### config.mk
export PLATFORM = sky130hd
export DESIGN_NAME = cu_sequencer_flat
export DESIGN_NICKNAME = d
export VERILOG_FILES = /design/src/rtl/cu_pkg.sv /design/src/rtl/cu_sequencer_if.sv /design/src/rtl/cu_watchdog.sv /design/src/rtl/cu_sequencer.sv /design/src/flat_wrapper.sv
export SDC_FILE = /design/constraint.sdc
export NUM_CORES = 1
export LEC_CHECK = 0
export BUFFER_PORTS_ARGS = -buffer_cell sky130_fd_sc_hd__buf_2
export CORE_ASPECT_RATIO = 1.2
export CORE_MARGIN = 3
export CORE_UTILIZATION = 52
export DETAILED_ROUTE_END_ITERATION = 10
export GPL_TIMING_DRIVEN = 1
export PLACE_DENSITY = 0.84
export SLEW_MARGIN = 20
export SYNTH_ARGS = -nofsm -noshare
export SYNTH_HDL_FRONTEND = slang
export SYNTH_HIERARCHICAL = 1
export SYNTH_SLANG_ARGS = --single-unit
### constraint.sdc
create_clock -name clk -period 4.51 [get_ports clk]
set_clock_uncertainty 0.2 [all_clocks]
set_input_delay 0 -clock clk [delete_from_list [all_inputs] [get_ports clk]]
set_output_delay 0 -clock clk [all_outputs]
set_load 0.05 [all_outputs]
### src/rtl/cu_pkg.sv
// Shared control-unit definitions: sequencer state encoding and flag bit positions.
// Used by the sequencer, its watchdog and the handshake interface.
package cu_pkg;

    typedef enum logic [2:0] {
        ST_IDLE   = 3'd0,
        ST_FETCH  = 3'd1,
        ST_DECODE = 3'd2,
        ST_EXEC   = 3'd3,
        ST_BUS    = 3'd4,
        ST_HALT   = 3'd5,
        ST_FAULT  = 3'd6
    } state_e;

    localparam int FLAG_W     = 2;
    localparam int FLAG_CARRY = 1;
    localparam int FLAG_ZERO  = 0;

endpackage

### src/rtl/cu_sequencer_if.sv
// Sequencer <-> unit handshake bundle: chip-selects and PC out, ready/status back.
// master = sequencer side, slave = unit side.
interface cu_sequencer_if #(
    parameter int ADDR_W = 16
) ();
    import cu_pkg::*;

    logic              start;
    logic              ready_fcu;
    logic              ready_dec;
    logic              ready_eu;
    logic              ready_bus;
    logic              dec_need_bus;
    logic              dec_halt;
    logic              br_taken;
    logic [ADDR_W-1:0] br_target;
    logic              cout;
    logic              c;
    logic              z;
    logic              cs_fcu;
    logic              cs_dec;
    logic              cs_eu;
    logic              cs_biu;
    logic [ADDR_W-1:0] fetch_address;
    logic [FLAG_W-1:0] flag;
    logic              busy;
    logic              halted;
    logic              fault;

    modport master (
        input  start, ready_fcu, ready_dec, ready_eu, ready_bus,
               dec_need_bus, dec_halt, br_taken, br_target, cout, c, z,
        output cs_fcu, cs_dec, cs_eu, cs_biu, fetch_address, flag, busy, halted, fault
    );

    modport slave (
        output start, ready_fcu, ready_dec, ready_eu, ready_bus,
               dec_need_bus, dec_halt, br_taken, br_target, cout, c, z,
        input  cs_fcu, cs_dec, cs_eu, cs_biu, fetch_address, flag, busy, halted, fault
    );

endinterface

### src/rtl/cu_watchdog.sv
// cu_watchdog: bounds each sequencer wait state; only built when CU_WATCHDOG_EN is defined.
// Latency: expire is combinational from the count and the current ready.
// Backpressure: none; counts cycles the awaited ready stays low, cleared on every state change.
module cu_watchdog
    import cu_pkg::*;
#(
    parameter int TMO_W = 8
) (
    input  logic clk,
    input  logic reset,
    input  logic clr,
    input  logic wait_vld,
    input  logic rdy,
    output logic expire
);

    // Flag one count early so FAULT is entered on the edge where the count would hit all-ones.
    localparam logic [TMO_W-1:0] LAST = ~TMO_W'(1);

    logic [TMO_W-1:0] cnt_q;

    always_ff @(posedge clk or negedge reset) begin
        if (!reset) begin
            cnt_q <= '0;
        end else if (clr) begin
            cnt_q <= '0;
        end else if (wait_vld && !rdy) begin
            cnt_q <= cnt_q + TMO_W'(1);
        end
    end

    assign expire = wait_vld && !rdy && (cnt_q == LAST);

endmodule

### src/rtl/cu_sequencer.sv
// cu_sequencer: fetch/decode/execute/bus control FSM driving unit chip-selects, PC and flags.
// Latency: one cycle minimum per phase (3 cycles per plain instruction, 4 with a bus phase).
// Backpressure: each phase waits on its unit's ready; CU_WATCHDOG_EN bounds waits and faults on timeout.
module cu_sequencer
    import cu_pkg::*;
#(
    parameter int ADDR_W   = 16,
    parameter int PC_STEP  = 1,
    parameter int RESET_PC = 0,
    parameter int TMO_W    = 8
) (
    input  logic           clk,
    input  logic           reset,
    cu_sequencer_if.master bus
);

    state_e            state_q, state_d;
    logic [ADDR_W-1:0] pc_q;
    logic [FLAG_W-1:0] flag_q;
    logic              need_bus_q;
    logic              cs_fcu_q, cs_dec_q, cs_eu_q, cs_biu_q;
    logic              fetch_done, dec_done, exec_done, in_wait;

    assign fetch_done = (state_q == ST_FETCH)  && bus.ready_fcu;
    assign dec_done   = (state_q == ST_DECODE) && bus.ready_dec;
    assign exec_done  = (state_q == ST_EXEC)   && bus.ready_eu;
    assign in_wait    = (state_q == ST_FETCH) || (state_q == ST_DECODE) ||
                        (state_q == ST_EXEC)  || (state_q == ST_BUS);

`ifdef CU_WATCHDOG_EN
    logic wait_rdy, wdt_expire;

    always_comb begin
        wait_rdy = 1'b0;
        case (state_q)
            ST_FETCH:  wait_rdy = bus.ready_fcu;
            ST_DECODE: wait_rdy = bus.ready_dec;
            ST_EXEC:   wait_rdy = bus.ready_eu;
            ST_BUS:    wait_rdy = bus.ready_bus;
            default:   wait_rdy = 1'b0;
        endcase
    end

    cu_watchdog #(.TMO_W(TMO_W)) u_watchdog (
        .clk      (clk),
        .reset    (reset),
        .clr      (state_d != state_q),
        .wait_vld (in_wait),
        .rdy      (wait_rdy),
        .expire   (wdt_expire)
    );
`else
    logic unused_tmo;
    assign unused_tmo = (TMO_W != 0);
`endif

    always_comb begin
        state_d = state_q;
        case (state_q)
            ST_IDLE:   if (bus.start)     state_d = ST_FETCH;
            ST_FETCH:  if (bus.ready_fcu) state_d = ST_DECODE;
            ST_DECODE: if (bus.ready_dec) state_d = bus.dec_halt ? ST_HALT : ST_EXEC;
            ST_EXEC:   if (bus.ready_eu)  state_d = need_bus_q ? ST_BUS : ST_FETCH;
            ST_BUS:    if (bus.ready_bus) state_d = ST_FETCH;
            default:                      state_d = state_q;
        endcase
`ifdef CU_WATCHDOG_EN
        if (wdt_expire) state_d = ST_FAULT;
`endif
    end

    always_ff @(posedge clk or negedge reset) begin
        if (!reset) begin
            state_q    <= ST_IDLE;
            pc_q       <= ADDR_W'(RESET_PC);
            flag_q     <= '0;
            need_bus_q <= 1'b0;
            cs_fcu_q   <= 1'b0;
            cs_dec_q   <= 1'b0;
            cs_eu_q    <= 1'b0;
            cs_biu_q   <= 1'b0;
        end else begin
            state_q  <= state_d;
            // Chip-selects track the next state so each one drops right after its ready is taken.
            cs_fcu_q <= (state_d == ST_FETCH);
            cs_dec_q <= (state_d == ST_DECODE);
            cs_eu_q  <= (state_d == ST_EXEC);
            cs_biu_q <= (state_d == ST_BUS);
            if (dec_done) need_bus_q <= bus.dec_need_bus;
            if (exec_done && bus.br_taken) pc_q <= bus.br_target;
            else if (fetch_done)           pc_q <= pc_q + ADDR_W'(PC_STEP);
            if (exec_done) begin
                flag_q[FLAG_CARRY] <= bus.cout | bus.c;
                flag_q[FLAG_ZERO]  <= bus.z;
            end
        end
    end

    assign bus.cs_fcu        = cs_fcu_q;
    assign bus.cs_dec        = cs_dec_q;
    assign bus.cs_eu         = cs_eu_q;
    assign bus.cs_biu        = cs_biu_q;
    assign bus.fetch_address = pc_q;
    assign bus.flag          = flag_q;
    assign bus.busy          = in_wait;
    assign bus.halted        = (state_q == ST_HALT);
`ifdef CU_WATCHDOG_EN
    assign bus.fault         = (state_q == ST_FAULT);
`else
    assign bus.fault         = 1'b0;
`endif

endmodule

### src/flat_wrapper.sv
// flat-port wrapper written by rule: the top's interface ports become plain ports
module cu_sequencer_flat import cu_pkg::*;
#(
    parameter int ADDR_W   = 16,
    parameter int PC_STEP  = 1,
    parameter int RESET_PC = 0,
    parameter int TMO_W    = 8
)
  (clk, reset, bus_start, bus_ready_fcu, bus_ready_dec, bus_ready_eu, bus_ready_bus, bus_dec_need_bus, bus_dec_halt, bus_br_taken, bus_br_target, bus_cout, bus_c, bus_z, bus_cs_fcu, bus_cs_dec, bus_cs_eu, bus_cs_biu, bus_fetch_address, bus_flag, bus_busy, bus_halted, bus_fault);
  cu_sequencer_if #(.ADDR_W(ADDR_W)) bus_i ();
  input  logic clk;
  input  logic reset;
  input wire logic [$bits(bus_i.start)-1:0] bus_start;
  input wire logic [$bits(bus_i.ready_fcu)-1:0] bus_ready_fcu;
  input wire logic [$bits(bus_i.ready_dec)-1:0] bus_ready_dec;
  input wire logic [$bits(bus_i.ready_eu)-1:0] bus_ready_eu;
  input wire logic [$bits(bus_i.ready_bus)-1:0] bus_ready_bus;
  input wire logic [$bits(bus_i.dec_need_bus)-1:0] bus_dec_need_bus;
  input wire logic [$bits(bus_i.dec_halt)-1:0] bus_dec_halt;
  input wire logic [$bits(bus_i.br_taken)-1:0] bus_br_taken;
  input wire logic [$bits(bus_i.br_target)-1:0] bus_br_target;
  input wire logic [$bits(bus_i.cout)-1:0] bus_cout;
  input wire logic [$bits(bus_i.c)-1:0] bus_c;
  input wire logic [$bits(bus_i.z)-1:0] bus_z;
  output wire logic [$bits(bus_i.cs_fcu)-1:0] bus_cs_fcu;
  output wire logic [$bits(bus_i.cs_dec)-1:0] bus_cs_dec;
  output wire logic [$bits(bus_i.cs_eu)-1:0] bus_cs_eu;
  output wire logic [$bits(bus_i.cs_biu)-1:0] bus_cs_biu;
  output wire logic [$bits(bus_i.fetch_address)-1:0] bus_fetch_address;
  output wire logic [$bits(bus_i.flag)-1:0] bus_flag;
  output wire logic [$bits(bus_i.busy)-1:0] bus_busy;
  output wire logic [$bits(bus_i.halted)-1:0] bus_halted;
  output wire logic [$bits(bus_i.fault)-1:0] bus_fault;
  assign bus_i.start = bus_start;
  assign bus_i.ready_fcu = bus_ready_fcu;
  assign bus_i.ready_dec = bus_ready_dec;
  assign bus_i.ready_eu = bus_ready_eu;
  assign bus_i.ready_bus = bus_ready_bus;
  assign bus_i.dec_need_bus = bus_dec_need_bus;
  assign bus_i.dec_halt = bus_dec_halt;
  assign bus_i.br_taken = bus_br_taken;
  assign bus_i.br_target = bus_br_target;
  assign bus_i.cout = bus_cout;
  assign bus_i.c = bus_c;
  assign bus_i.z = bus_z;
  assign bus_cs_fcu = bus_i.cs_fcu;
  assign bus_cs_dec = bus_i.cs_dec;
  assign bus_cs_eu = bus_i.cs_eu;
  assign bus_cs_biu = bus_i.cs_biu;
  assign bus_fetch_address = bus_i.fetch_address;
  assign bus_flag = bus_i.flag;
  assign bus_busy = bus_i.busy;
  assign bus_halted = bus_i.halted;
  assign bus_fault = bus_i.fault;
  cu_sequencer #(.ADDR_W(ADDR_W), .PC_STEP(PC_STEP), .RESET_PC(RESET_PC), .TMO_W(TMO_W)) u_core (.clk(clk), .reset(reset), .bus(bus_i));
endmodule
==> flow_metrics.tcl <==
set metrics [dict create \
    post_cts_buffers 0 \
    status "finished clean" \
    antenna_found_initial 0 \
    ant_nets 0 \
    placed_cells_incl_taps 231 \
    num_rows 20 \
    peakVddDrop_uv 470.4 \
    switchingPower_uw 782.7 \
    via_count 1524 \
    cp_slowest_cell "nor4_4" \
    viasPerCell 5.624 \
    path_class "reg -> reg" \
    synth_edf_count 0 \
    regToRegStartpoint "u_core/state_q[2]" \
    synthCells 153 \
    ios 54 \
    drt-wirelength-per-cell_um 14.22 \
    port_buffers 52 \
    nets 269 \
    synth_top_area_frac 0.4487 \
    hold_path_class "in -> async" \
    fin_cells 271 \
    drive_gt1_frac 0.2647 \
    drt-total-wl_mm 3.854 \
    fp.dieH_um 63.85 \
    clock_latency_ns 0.31 \
    grt_pass1_wl_mm 6.417 \
    cp_max_fo 16 \
    utilization 0.8139 \
    cp.required_ns 4.53 \
    leakage_uw 0.0009719 \
    track_usage 0.2452 \
    clk_pin_slew_ns 0.14 \
    overflow 0 \
    die_area_um2 3461 \
    final_cell_area_um2 2118 \
    fin_crit_sh 0.6142 \
    synth_seq_area_share 0.4487 \
    grt_pass1_vias 1564 \
    timing.hold.ws_ns 0.001006 \
    dp_hpwl_mm 2.362 \
    clk_path_buf_depth 2 \
    placeableCoreArea_um2 2603 \
    critPathLaunchType "flop" \
    powerDensity_nw_per_um2 699.0 \
    drcViolationCount 0 \
    max_freq_mhz 361.0 \
    worst-endpoint-arrival_ns 2.79 \
    diodes 0 \
    cts_max_level 1 \
    intPower_uw 698.0 \
    async_reset_ff_frac 1.000 \
    drv_cap 0 \
    cts.sinks 26 \
    hold_viol_final 0 \
    gp_congestion 0.7592 \
    rsz0062_at_grt "false" \
    end_kind "flop" \
    crit_start "u_core/state_q[2]" \
    yosys_warnings 6 \
    drtIter0Drc 40 \
    cts_made_buffers 3 \
    dpl_cell_area_um2 1722 \
    final.min_clock_period_ns 2.770 \
    maxSlewViolCount 0 \
    tightest_slew_ns 0.5877 \
    clkPwrFrac 0.079 \
    syn_area_um2 1450 \
    r2r-end "u_core/bus.fetch_address[9]" \
    start_util 0.5572 \
    reg2reg_depth 5 \
    fin_setup_tns_ns 0 \
    setup_violations 0 \
    yosys_register_bits 26 \
    syn2layout_area_growth_pct 46.07 \
    cpPeakStageDelay_ns 0.57 \
    max-slew-margin-rel 0.6082 \
    worstPathCellList "nand4bb_1, nor4_4, xnor2_1, a21oi_1, dlygate4sd3_1" \
    root_buffer "clkbuf_4" \
    synth_fp_nets 183 \
    synth_largest_area_cell "dfrtp_1" \
    cts_tree "built" \
    synth_top_flop_cell "dfrtp_1" \
    power_frac_seq 0.326 \
    die_w_um 54.21 \
    syn_avg_cell_area_um2 9.478 \
    combPwrFrac 0.596 \
    r2r_slack_ns 1.74 \
    swShare 0.5286 \
    dr.pass1.iters 4 \
    synth_area_leaders "dfrtp_1, xnor2_1, nand2_1, o21ai_0, a21oi_1" \
    grt_max_degree 27 \
    netlist-cell-type-count 41 \
]
power groups by stage:
stage | Sequential, µW | Clock (µW) | Combinational [µW]
floorplan | 761 | 0 | 324
global route | 506 | 132 | 941
CTS | 478 | 122 | 874
global placement | 473 | 0 | 775
detailed placement | 484 | 0 | 786
finish | 482 | 116 | 882
per-stage QoR:
step	power (µW)	setup WS, ns
after global placement	1248	2.361
after global routing	1580	1.559
final	1481	1.740
after CTS	1474	1.749
after floorplan	1085	2.509
after detailed placement	1270	2.281
state kept, by name, indices dropped and copies added, names as in the netlist:
signal and flops:
u_core/bus.cs_dec 1, u_core/bus.cs_biu 1, u_core/bus.fetch_address 16, u_core/need_bus_q 1, u_core/bus.cs_fcu 1, u_core/bus.flag 2
u_core/state_q 3, u_core/bus.cs_eu 1
routing by layer:
| metal | global-route usage | wire (µm) |
|---|---|---|
| met4 | 0.1153 | 118 |
| met3 | 0.03263 | 190 |
| met5 | 0 | 0 |
| met1 | 0.2601 | 1450 |
| met2 | 0.4491 | 2095 |
cell usage after synthesis (all sizes together), types with 2 or more instances:
| library cell | instances |
|---|---|
| xnor2 | 8 |
| nor3 | 7 |
| mux2 | 2 |
| nand4 | 8 |
| and3 | 2 |
| dfrtp | 26 |
| and2 | 3 |
| a21oi | 10 |
| o21ai | 11 |
| o311a | 4 |
| a211o | 3 |
| nand3 | 4 |
| inv | 6 |
| clkbuf | 2 |
| nor4 | 4 |
| nor2 | 6 |
| nand2 | 15 |
| nor2b | 2 |
| a221o | 2 |
| buf | 7 |
| xor2 | 3 |
layout by cell type, fill, tap and decap left out, types with 2 or more instances in the layout:
| cell type | instances |
|---|---|
| a211o_1 | 3 |
| inv_1 | 6 |
| nand3_1 | 4 |
| and3_1 | 2 |
| a221o_1 | 2 |
| clkbuf_4 | 3 |
| nand2_1 | 15 |
| o21ai_0 | 11 |
| dlygate4sd3_1 | 36 |
| o311a_1 | 4 |
| and2_1 | 3 |
| nor2_1 | 6 |
| nor2b_1 | 2 |
| nor4_1 | 3 |
| nor3_1 | 7 |
| buf_2 | 52 |
| xnor2_1 | 8 |
| dfrtp_1 | 26 |
| mux2_2 | 2 |
| nand4_1 | 8 |
| a21oi_1 | 10 |
| buf_4 | 2 |
| xor2_1 | 3 |
worst max-delay path by stage:
stage | endpoint | slack, ns | depth (start not counted)
floorplan | u_core/bus.fetch_address[13] | 2.51 | 4
global placement | u_core/bus.fetch_address[11] | 2.36 | 4
detailed placement | u_core/bus.fetch_address[13] | 2.28 | 4
CTS | u_core/bus.fetch_address[9] | 1.75 | 5
global route | u_core/bus.fetch_address[9] | 1.56 | 5
finish | u_core/bus.fetch_address[9] | 1.74 | 5
cell type report:
type                       instances  area, µm²
inverter                           6      22.52
multi-input combinational        112      732.0
clock buffer                       4      36.28
timing repair buffer              90      635.6
sequential                        26      650.6
tap                               33      41.29
fill                             177      484.2
cells by family after synthesis:
group / share of synthesized area
muxes: 0.01553
AOI/OAI and AO/OA: 0.1691
other: 0.002586
and+or+nand+nor: 0.2425
xor gates and xnor gates: 0.06644
DFF: 0.4487
adders and majority gates: 0.008627
buffers and inverters: 0.04660
worst max-delay path: cells and delay by family, from the launching register on:
kind,cells,cell delay [ns]
flops,1,0.56
xor+xnor,1,0.17
compound gates,1,0.08
buf+inv,1,0.56
simple gates,2,1.10
repair_timing:
item	in CTS	in global routing
endpoints found under the hold margin	50	0
hold buffers	36	0
gates resized for setup	0	0
Power figures use the tool's default switching activity.
